[src/rtl/instr_fetch_unit.sv]
// instr_fetch_unit: sequential instruction prefetcher feeding a DEPTH-entry {pc, instr} queue to decode.
// Ports:
//   clk, rst (async, active-low)       clock and reset
//   start                              enables new memory requests
//   imem_req_o/imem_addr_o/imem_data_i instruction memory, data returns one cycle after the request
//   redirect_i/redirect_addr_i         branch/jump redirect; flushes the queue and refetches from target
//   instr_o/pc_o/valid_o/ready_i       queue head handshake to decode
//   count_o                            queue occupancy
module instr_fetch_unit #(
  parameter int          DEPTH    = 4,
  parameter logic [31:0] RESET_PC = 32'h0000_0000
) (
  input  logic                       clk,
  input  logic                       rst,
  input  logic                       start,
  output logic                       imem_req_o,
  output logic [31:0]                imem_addr_o,
  input  logic [31:0]                imem_data_i,
  input  logic                       redirect_i,
  input  logic [31:0]                redirect_addr_i,
  output logic [31:0]                instr_o,
  output logic [31:0]                pc_o,
  output logic                       valid_o,
  input  logic                       ready_i,
  output logic [$clog2(DEPTH):0]     count_o
);
  localparam int AW = $clog2(DEPTH);
  localparam int CW = AW + 1;
  logic [31:0]   fetch_pc;
  logic [31:0]   req_pc;
  logic          inflight;
  logic          kill;
  logic [AW-1:0] wr_ptr;
  logic [AW-1:0] rd_ptr;
  logic [CW-1:0] count;
  logic [63:0]   mem [DEPTH];
  logic [CW:0]   credit;
  logic          push;
  logic          pop;
  // An outstanding request reserves a slot, so a response can never land in a full queue.
  always_comb begin
    credit     = {1'b0, count} + {{CW{1'b0}}, inflight};
    imem_req_o = rst & start & ~redirect_i & (credit < (CW+1)'(DEPTH));
    push       = inflight & ~kill & ~redirect_i;
    valid_o    = (count != '0) & ~redirect_i;
    pop        = valid_o & ready_i;
  end
  assign imem_addr_o     = fetch_pc;
  assign {pc_o, instr_o} = mem[rd_ptr];
  assign count_o         = count;
  // With one-cycle memory latency the stale response is already on imem_data_i during the
  // redirect cycle and is dropped there; kill marks it discarded and retires one cycle later.
  always_ff @(posedge clk or negedge rst) begin
    if (!rst) begin
      fetch_pc <= RESET_PC;
      inflight <= 1'b0;
      kill     <= 1'b0;
      wr_ptr   <= '0;
      rd_ptr   <= '0;
      count    <= '0;
    end else begin
      inflight <= imem_req_o;
      kill     <= redirect_i & inflight;
      if (redirect_i) begin
        fetch_pc <= {redirect_addr_i[31:2], 2'b00};
        wr_ptr   <= '0;
        rd_ptr   <= '0;
        count    <= '0;
      end else begin
        if (imem_req_o) fetch_pc <= fetch_pc + 32'd4;
        if (push) wr_ptr <= wr_ptr + 1'b1;
        if (pop) rd_ptr <= rd_ptr + 1'b1;
        count <= count + CW'(push) - CW'(pop);
      end
    end
  end
  // Storage and the request-pc capture carry no reset; control state alone decides validity.
  always_ff @(posedge clk) begin
    if (imem_req_o) req_pc <= fetch_pc;
    if (push) mem[wr_ptr] <= {req_pc, imem_data_i};
  end
endmodule

[config.mk]
export PLATFORM = sky130hd
export DESIGN_NAME = instr_fetch_unit
export DESIGN_NICKNAME = d
export VERILOG_FILES = /design/src/rtl/instr_fetch_unit.sv
export SDC_FILE = /design/constraint.sdc
export NUM_CORES = 1
export LEC_CHECK = 0
export CAP_MARGIN = 15
export CORE_MARGIN = 3
export CORE_UTILIZATION = 35
export DETAILED_ROUTE_END_ITERATION = 12
export PLACE_DENSITY = 0.67
export RECOVER_POWER = 25
export SYNTH_ARGS = -nofsm -noshare
export SYNTH_HDL_FRONTEND = slang
export SYNTH_SLANG_ARGS = --single-unit
[constraint.sdc]
create_clock -name clk -period 3.9 [get_ports clk]
set_input_delay 0.585 -clock clk [delete_from_list [all_inputs] [get_ports clk]]
set_output_delay 0.585 -clock clk [all_outputs]
set_load 0.01 [all_outputs]
* Word level (Yosys, flattened, before mapping) *
Memory sizes are Yosys's and may differ from the RTL's.
Index checks and enable logic that the tools add are counted.

cells by class
  muxes and demuxes = 9
  order comparisons = 1
  add/subtract/negate cells = 6
  reductions and logical operators = 4
  bitwise logic cells = 10

operators with widths
  kind                     number
  $mux W32                 2
  $add A32 B3 Y32 const B  1
  $and A1 B1 Y1            8
  $mux W2                  4
  $reduce_bool A2 Y1       3
  $add A2 B1 Y2 const B    2
  $add A3 B1 Y4            1
  $lt A4 B3 Y1 const B     1
  $add A3 B1 Y3            1
  $mux W3                  1
  $reduce_bool A3 Y1       1
  $sub A3 B1 Y3            1
  $mux W1                  2
  $not A1 Y1               2

storage, ports and cells
  logic and storage cells = 38
  memory bits (writable) = 256
  memories = 1
  input port bits = 69
  bits in registers = 73
  output and inout port bits = 101

memories
  memory  depth  bits a word  read ports  clocked after Yosys merged registers in  wr ports  line  RTL
  mem     4      64           1           0                                        1         36    logic [63:0] mem [DEPTH];

* Depth between registers and ports, before layout *
Gate-level depths: netlist (run 1).

  depth in word-level cells = 6
  mapped depth = 10
  gate-level depth less buffers = 10

* Least setup slack after synthesis (run 1) *
No wires, ideal clock.

  path kind = reg2out
  start = register count[1], in the netlist count_o[1]
  end = output imem_req_o
  setup slack = -264 ps
  data arrival time = 3579 ps
  buffers on the path = 1
  stages on the path, launching flop included = 6
  path through = dfrtp_1 ha_1 and4b_1 mux2i_1 clkbuf_1 nor3_1

between the ends
  word-level cells in the longest chain between the ends = 3

ends and longest elaborated chain
  what                    line  RTL
  from (decl)             35    logic [CW-1:0] count;
  from (signal assigned)  73    count <= count + CW'(push) - CW'(pop);
  $add A3 B1 Y4           42    credit = {1'b0, count} + {{CW{1'b0}}, inflight};
  $lt A4 B3 Y1            43    imem_req_o = rst & start & ~redirect_i & (credit < (CW+1)'(DEPTH));
  $and A1 B1 Y1           43
  to (decl)               16    output logic imem_req_o,

Every way passes these cells.

* Final worst setup path (run 1) *
  start = register rd_ptr[0]
  end = output pc_o[31]

between the ends
  word-level cells in the longest chain between the ends = 1

ends and longest elaborated chain
  what                    line  RTL
  from (decl)             34    logic [AW-1:0] rd_ptr;
  from (signal assigned)  72    if (pop) rd_ptr <= rd_ptr + 1'b1;
  $mem_v2 Z4 W64          --
  to (decl)               22    output logic [31:0] pc_o,

Every way passes these cells.

==> run_results.csv, run 1 <==
group,metric,value,unit
status,status,"finished, violations left",
status,violations,"capacitance limit, slew limit",
timing,maxClockFrequency,305,MHz
synthesis,synth_cells,608,
global_route,grt_pass1_wl,38.6,mm
synthesis,synth_cell_types,37,
power,total_leakage_power,5.01,nW
global_route,track_usage,13.7,%
critical_path,cpPeakStageDelay,0.79,ns
detailed_routing,drtIter0Drc,390,
clocking,cts_buffers,35,
timing,setup_tns,0,ns
synthesis,synthesis.area,0.0122,mm^2
synthesis,yosysSeqAreaShare,76.2,%
power,swShare,23.1,%
clocking,clk_path_buf_depth,3,
timing,period_minus_slack,3.28,ns
critical_path,slowest_stage,"dfrtp_4",
critical_path,cp.required,3.31,ns
cells_and_area,area_delta_synth_final,27.3,%
timing,skew,0.0227,ns
timing,whs,0.427,ns
detailed_routing,routedWlPerCell,20.0,um
hold_path,hold_path_class,"input port to flip-flop",
synthesis,post_synth.cell_area_avg,20.1,um^2
timing,timing.final.ws_setup,0.622,ns
clocking,clkLatencyLatePin,0.51,ns
die,die_x,193,um
die,fp-row-count,67,
power,power_density,535,mW/mm^2
timing,report.final.hold_viol_count,0,
power,p_clk_share,38.3,%
detailed_routing,first_pass_iters,4,
synthesis,yosysWarningCount,0,
detailed_routing,viasPerCell,4.89,
placement,hpwl,15.4,mm
detailed_routing,via_count,6186,
placement,dp_slack,1.09,ns
global_route,grt_pass1_vias,6466,
die,core,0.0340,mm^2
detailed_routing,drtAntennaViolNets,0,
global_route,antenna_found_initial,0,
timing,finalSetupViolations,0,
global_route,grt_max_degree,63,
power,seq_power_share,47.4,%
synthesis,synth_edf_count,278,
cells_and_area,n_antenna_cell,0,
die,fp.dieArea,0.0372,mm^2
power,internal-power,0.00641,W
clocking,path_clk_slew,0.06,ns
timing,tightest_slew,1.51,ns
power,ir_drop,0.000322,V
detailed_routing,drc,0,
detailed_routing,routed_wl,25.3,mm
synthesis,ys_ff_latch,317,
clocking,cts_tree,"yes",
clocking,cts.repair.resized,0,
synthesis,synthFlopType,"edfxtp_1",
placement,place_congestion,0.747,
global_route,overflow,0,
timing,period_share,84.0,%
critical_path,cp.arrival,2.69,ns
timing,rsz0062_at_grt,"no",
clocking,cts_num_sinks,317,
placement,io_buffers,163,
cells_and_area,fin_nets,869,
critical_path,cp_cell_sequence,"buf_12 > mux4_2 > clkdlybuf4s50_1",
power,p_sw,0.00193,W
critical_path,worstSetupPathType,"flip-flop to primary output",
die,initial_core_util,36.0,%
timing,report.final.slew_viol_count,35,
clocking,htree_levels,2,
job,cap_violations,1,
die,boundaryPins,170,
critical_path,end_kind,"primary output",
critical_path,startpoint_type,"flip-flop",
critical_path,worstPathMaxFanout,25,
synthesis,synthArstFlopShare,12.3,%
clocking,post_cts_buffers,0,
critical_path,worstRegToRegCells,4,
power,pwr-share-comb,14.4,%
cells_and_area,final_layout_size_suffix_gt1_share,18.2,%
die,fp.dieH,193,um
hold_path,hold_path_depth,3,
clocking,cts_root_buffer,"clkbuf_16",
timing,slew_headroom,-0.837,%
-- cells by family after synthesis --
family	share of synthesized area [%]
AOI/OAI and AO/OA	1.08
xor gates and xnor gates	2.29
adders and majority gates	0.982
buffers and inverters	1.62
DFF	76.2
muxes	12.2
other	0.0307
and+or+nand+nor	5.56
-- power by group through the flow --
stage,clock network (W),logic (W),registers [W]
2_1_floorplan,0,0.000659,0.00394
3_3_place_gp,0,0.00122,0.00402
3_5_place_dp,0,0.00122,0.00402
4_1_cts,0.00328,0.00123,0.00395
5_1_grt,0.00343,0.00129,0.00397
6_report,0.00319,0.00120,0.00395
-- metal layers --
metal  GRT usage, %  routed length (um)  up-vias
met1           19.6               11500     3176
met2           21.7               11900      186
met4           3.17                 419        0
met5              0                   0        -
met3           2.89                1440       33
li1               -                   -     2791
-- state kept, by name (all words and copies together), names as in the netlist --
signal and flops:
wr_ptr 2, req_pc 30, count_o 3, kill 1
imem_addr_o 30, mem 248, rd_ptr 2, inflight 1
-- Yosys cell counts (4+ instances only) --
cell        n  area share, %
and2_1      8           0.41
nor4_4      4           0.70
xnor2_1    25            1.8
dfrtp_1    39            8.0
and4_1      4           0.29
nor4_2      5           0.51
nor3_1     10           0.41
mux4_2     62             11
nor2_1      9           0.28
nand3_1     7           0.29
xor2_1      7           0.50
mux2_2      6           0.55
inv_1      10           0.31
edfxtp_1  278             68
nand2_1    34            1.0
nand4_1     7           0.36
clkbuf_1   16           0.49
buf_2      11           0.45
o21ai_1     7           0.29
ha_1        8           0.82
nor4_1      9           0.46
buf_4       4           0.25
o21ai_0    17           0.70
-- through the flow --
step                std cells  area [um^2]  utilization [%]  total power, W
CTS                      1265        15600             45.9         0.00846
detailed placement       1201        14400             42.6         0.00524
floorplan                 611        12200                -         0.00460
finish                   1265        15600             45.9         0.00833
global route             1265        15600             45.9         0.00869
global placement         1201        14400             42.6         0.00523
-- worst paths after layout --
path                       slack (ns)              to        from
setup / recovery                 0.62        pc_o[31]   rd_ptr[0]
hold / removal                   0.43       rd_ptr[0]  redirect_i
setup reg to reg                 1.53       mem[1][9]    inflight
hold reg to reg                  0.48      mem[1][51]  req_pc[19]
max in group asynchronous        2.52       rd_ptr[0]         rst
min in group asynchronous        0.51  imem_addr_o[2]         rst
-- critical path: cells and delay by family, from the launching register on --
family   cells  cell delay, ns
buf+inv      2            0.86
flops        1            0.79
mux          1            0.52
-- cell type report --
cell class | count | area [um^2]
Clock buffer | 46 | 948
Multi-Input combinational cell | 251 | 2760
Clock inverter | 17 | 170
Timing Repair Buffer | 176 | 1770
Fill cell | 2923 | 18400
Sequential cell | 317 | 9330
Inverter | 10 | 37.5
Tap cell | 448 | 561
-- cell usage in the layout, fill, tap and decap left out, drive strengths merged --
| master | Yosys | final |
|---|---|---|
| edfxtp | 278 | 278 |
| clkdlybuf4s50 | 0 | 153 |
| mux4 | 62 | 62 |
| clkbuf | 16 | 48 |
| dfrtp | 39 | 39 |
| nand2 | 34 | 34 |
| xnor2 | 25 | 25 |
| o21ai | 24 | 24 |
| nor4 | 18 | 18 |
| clkinv | 0 | 13 |
| buf | 17 | 12 |
| inv | 10 | 11 |
| nor3 | 10 | 10 |
| nor2 | 9 | 9 |
| dlygate4sd3 | 0 | 9 |
| ha | 8 | 8 |
| nand4 | 8 | 8 |
| and2 | 8 | 8 |
| nand3 | 7 | 7 |
| xor2 | 7 | 7 |
| mux2 | 6 | 6 |
| and4 | 5 | 5 |
| conb | 1 | 4 |
| nor2b | 3 | 3 |
| and3 | 3 | 3 |
| bufinv | 0 | 3 |
| mux2i | 3 | 3 |
| nor3b | 2 | 2 |
| o211ai | 1 | 1 |
| and4b | 1 | 1 |
| nand2b | 1 | 1 |
| a21oi | 1 | 1 |
| fa | 1 | 1 |
-- what timing repair did --
| action | 4_1_cts | 5_1_grt |
|---|---|---|
| setup endpoints to repair | 0 | 0 |
| hold endpoints to repair | 3 | 0 |
| hold buffers | 1 | 0 |
Power figures use the tool's default switching activity.
==> run 2: changes to the inputs <==
Clock period 3.9 ns to 2.8 ns, I/O delays scaled along.
==> run 2 against run 1 <==
The run now ends clean; design area rose by 1.0%; core utilization rose by 0.47 points; sequential share of layout area fell by 0.60 points; global-route usage fell by 0.081 points; clock skew fell by 0.0045 ns; non-clock buffer count rose by 15; combinational power rose by 49%; sequential power rose by 37%; via count rose by 0.74%; cell count rose by 0.95%; count of clock-buffer cells in the layout fell by 3; register-to-register slack got worse by 1.1 ns; critical path type unchanged; critical endpoint is now pc_o[9].
==> run_results.csv, run 2 (synthesis results as in run 1) <==
group,metric,value,unit
cells_and_area,largest_register_ffs,248,
detailed_routing,drtIter0Drc,393,
timing,report.final.hold_viol_count,0,
timing,slew_headroom,61.3,%
cells_and_area,fin_nets,885,
clocking,htree_levels,2,
critical_path,cp_cell_sequence,"buf_12 > mux4_2 > clkdlybuf4s50_1",
critical_path,worstSetupPathType,"flip-flop to primary output",
timing,report.final.slew_viol_count,0,
global_route,overflow,0,
die,fp.dieArea,0.0372,mm^2
clocking,clk_path_buf_depth,3,
clocking,cts_root_buffer,"clkbuf_16",
power,power_density,730,mW/mm^2
timing,setup_tns,0,ns
power,ir_drop,0.000352,V
cells_and_area,final_layout_size_suffix_gt1_share,20.0,%
job,cap_violations,0,
clocking,clkLatencyLatePin,0.50,ns
detailed_routing,routed_wl,25.3,mm
timing,rsz0062_at_grt,"no",
clocking,cts_tree,"yes",
global_route,antenna_found_initial,0,
global_route,track_usage,13.6,%
die,fp-row-count,67,
placement,placed_cell_area,0.0146,mm^2
critical_path,slowest_stage,"mux4_2",
cells_and_area,layout_commonest_cell,"edfxtp_1",
die,die_x,193,um
global_route,grt_max_degree,64,
placement,hpwl,16.1,mm
timing,period_share,96.9,%
clocking,cts_num_sinks,317,
cells_and_area,final_cell_mix,"278 x edfxtp_1, 118 x clkdlybuf4s50_1, 62 x mux4_2, 39 x clkbuf_16, 36 x dfrtp_1",
detailed_routing,via_count,6232,
cells_and_area,area_delta_synth_final,28.6,%
timing,finalSetupViolations,0,
status,status,"finished clean",
placement,io_buffers,163,
die,boundaryPins,170,
detailed_routing,viasPerCell,4.88,
cells_and_area,design_area,0.0157,mm^2
detailed_routing,drc,0,
detailed_routing,first_pass_iters,5,
critical_path,end_kind,"primary output",
critical_path,cp.required,2.38,ns
die,core,0.0340,mm^2
die,initial_core_util,36.0,%
detailed_routing,drtAntennaViolNets,0,
clocking,path_clk_slew,0.06,ns
timing,maxClockFrequency,368,MHz
critical_path,startpoint_type,"flip-flop",
timing,period_minus_slack,2.71,ns
placement,place_congestion,0.747,
cells_and_area,regMostFlops,"mem",
die,fp.dieH,193,um
detailed_routing,routedWlPerCell,19.8,um
global_route,grt_pass1_wl,38.5,mm
cells_and_area,n_antenna_cell,0,
critical_path,cpPeakStageDelay,0.54,ns
power,total_leakage_power,5.14,nW
cells_and_area,fillers,2900,
global_route,grt_pass1_vias,6458,
clocking,cts_buffers,36,
critical_path,cp.arrival,2.29,ns
timing,skew,0.0183,ns
timing,tightest_slew,0.580,ns
hold_path,hold_path_class,"input port to async pin",
critical_path,worstPathMaxFanout,19,
[run 2: cell count changes in the layout (fill, tap and decap cells not counted), sizes merged, moves of 5 or more]
| cell | before | now |
|---|---|---|
| buf | 12 | 27 |
| clkdlybuf4s50 | 153 | 118 |
| dlymetal6s2s | 0 | 5 |
| clkinvlp | 0 | 5 |
| dlygate4sd2 | 0 | 6 |
| dlygate4sd3 | 9 | 33 |
[run 2: worst paths after layout]
check | end | startpoint | slack (ns) | cells after the start
setup / recovery | pc_o[9] | rd_ptr[0] | 0.09 | 3
hold / removal | imem_addr_o[4] | rst | 0.35 | 2
setup reg to reg | count_o[2] | inflight | 0.47 | 10
hold reg to reg | mem[0][38] | req_pc[6] | 0.49 | 0
max in group asynchronous | rd_ptr[1] | rst | 1.62 | 3
min in group clk | rd_ptr[0] | redirect_i | 0.45 | 4
[run 2: metrics by stage]
step	util, %	hold WS, ns	setup WS, ns	total power (W)	std cells
finish	46.3	0.347	0.0857	0.0115	1277
global route	46.3	0.351	0.00264	0.0120	1277
CTS	46.2	0.292	0.00132	0.0117	1276
detailed placement	43.0	0.243	0.405	0.00735	1215
global placement	43.0	0.241	0.409	0.00733	1215
floorplan	-	0.124	0.0425	0.00641	611
[run 2: timing repair]
action | 4_1_cts | 5_1_grt
endpoints found under the setup margin | 7 | 18
gates resized for setup | 8 | 5
setup buffers | 0 | 0
endpoints found under the hold margin | 3 | 0
hold buffers | 1 | 0
cloned | 0 | 1
[run 2: final cells by class]
class / instances / area [um^2] / share of cell area, %
Clock buffer: 43 / 970 / 6.16
Clock inverter: 17 / 110 / 0.700
Inverter: 10 / 37.5 / 0.239
Multi-Input combinational cell: 251 / 2760 / 17.5
Sequential cell: 317 / 9330 / 59.3
Tap cell: 448 / 561 / 3.56
Timing Repair Buffer: 191 / 1960 / 12.5
[run 2: power by group]
group | leakage (nW) | internal [W] | total, W | switching (W)
combinational | 1.63 | 0.00101 | 0.00179 | 0.000776
clock | 0.514 | 0.00247 | 0.00426 | 0.00179
sequential | 2.99 | 0.00528 | 0.00543 | 0.000154
total | 5.14 | 0.00877 | 0.0115 | 0.00272
[run 2: worst max-delay path, delay by kind of cell (launching register included)]
kind,cells,cell delay [ns]
flip-flops,1,0.52
buffers and inverters,2,0.72
multiplexers,1,0.54
[run 2: per-layer routing]
layer,vias up,GRT usage (%),wire (um)
met2,216,21.9,11800
li1,2827,-,-
met1,3150,19.0,11400
met5,-,0,0
met3,39,3.00,1700
met4,0,3.34,448
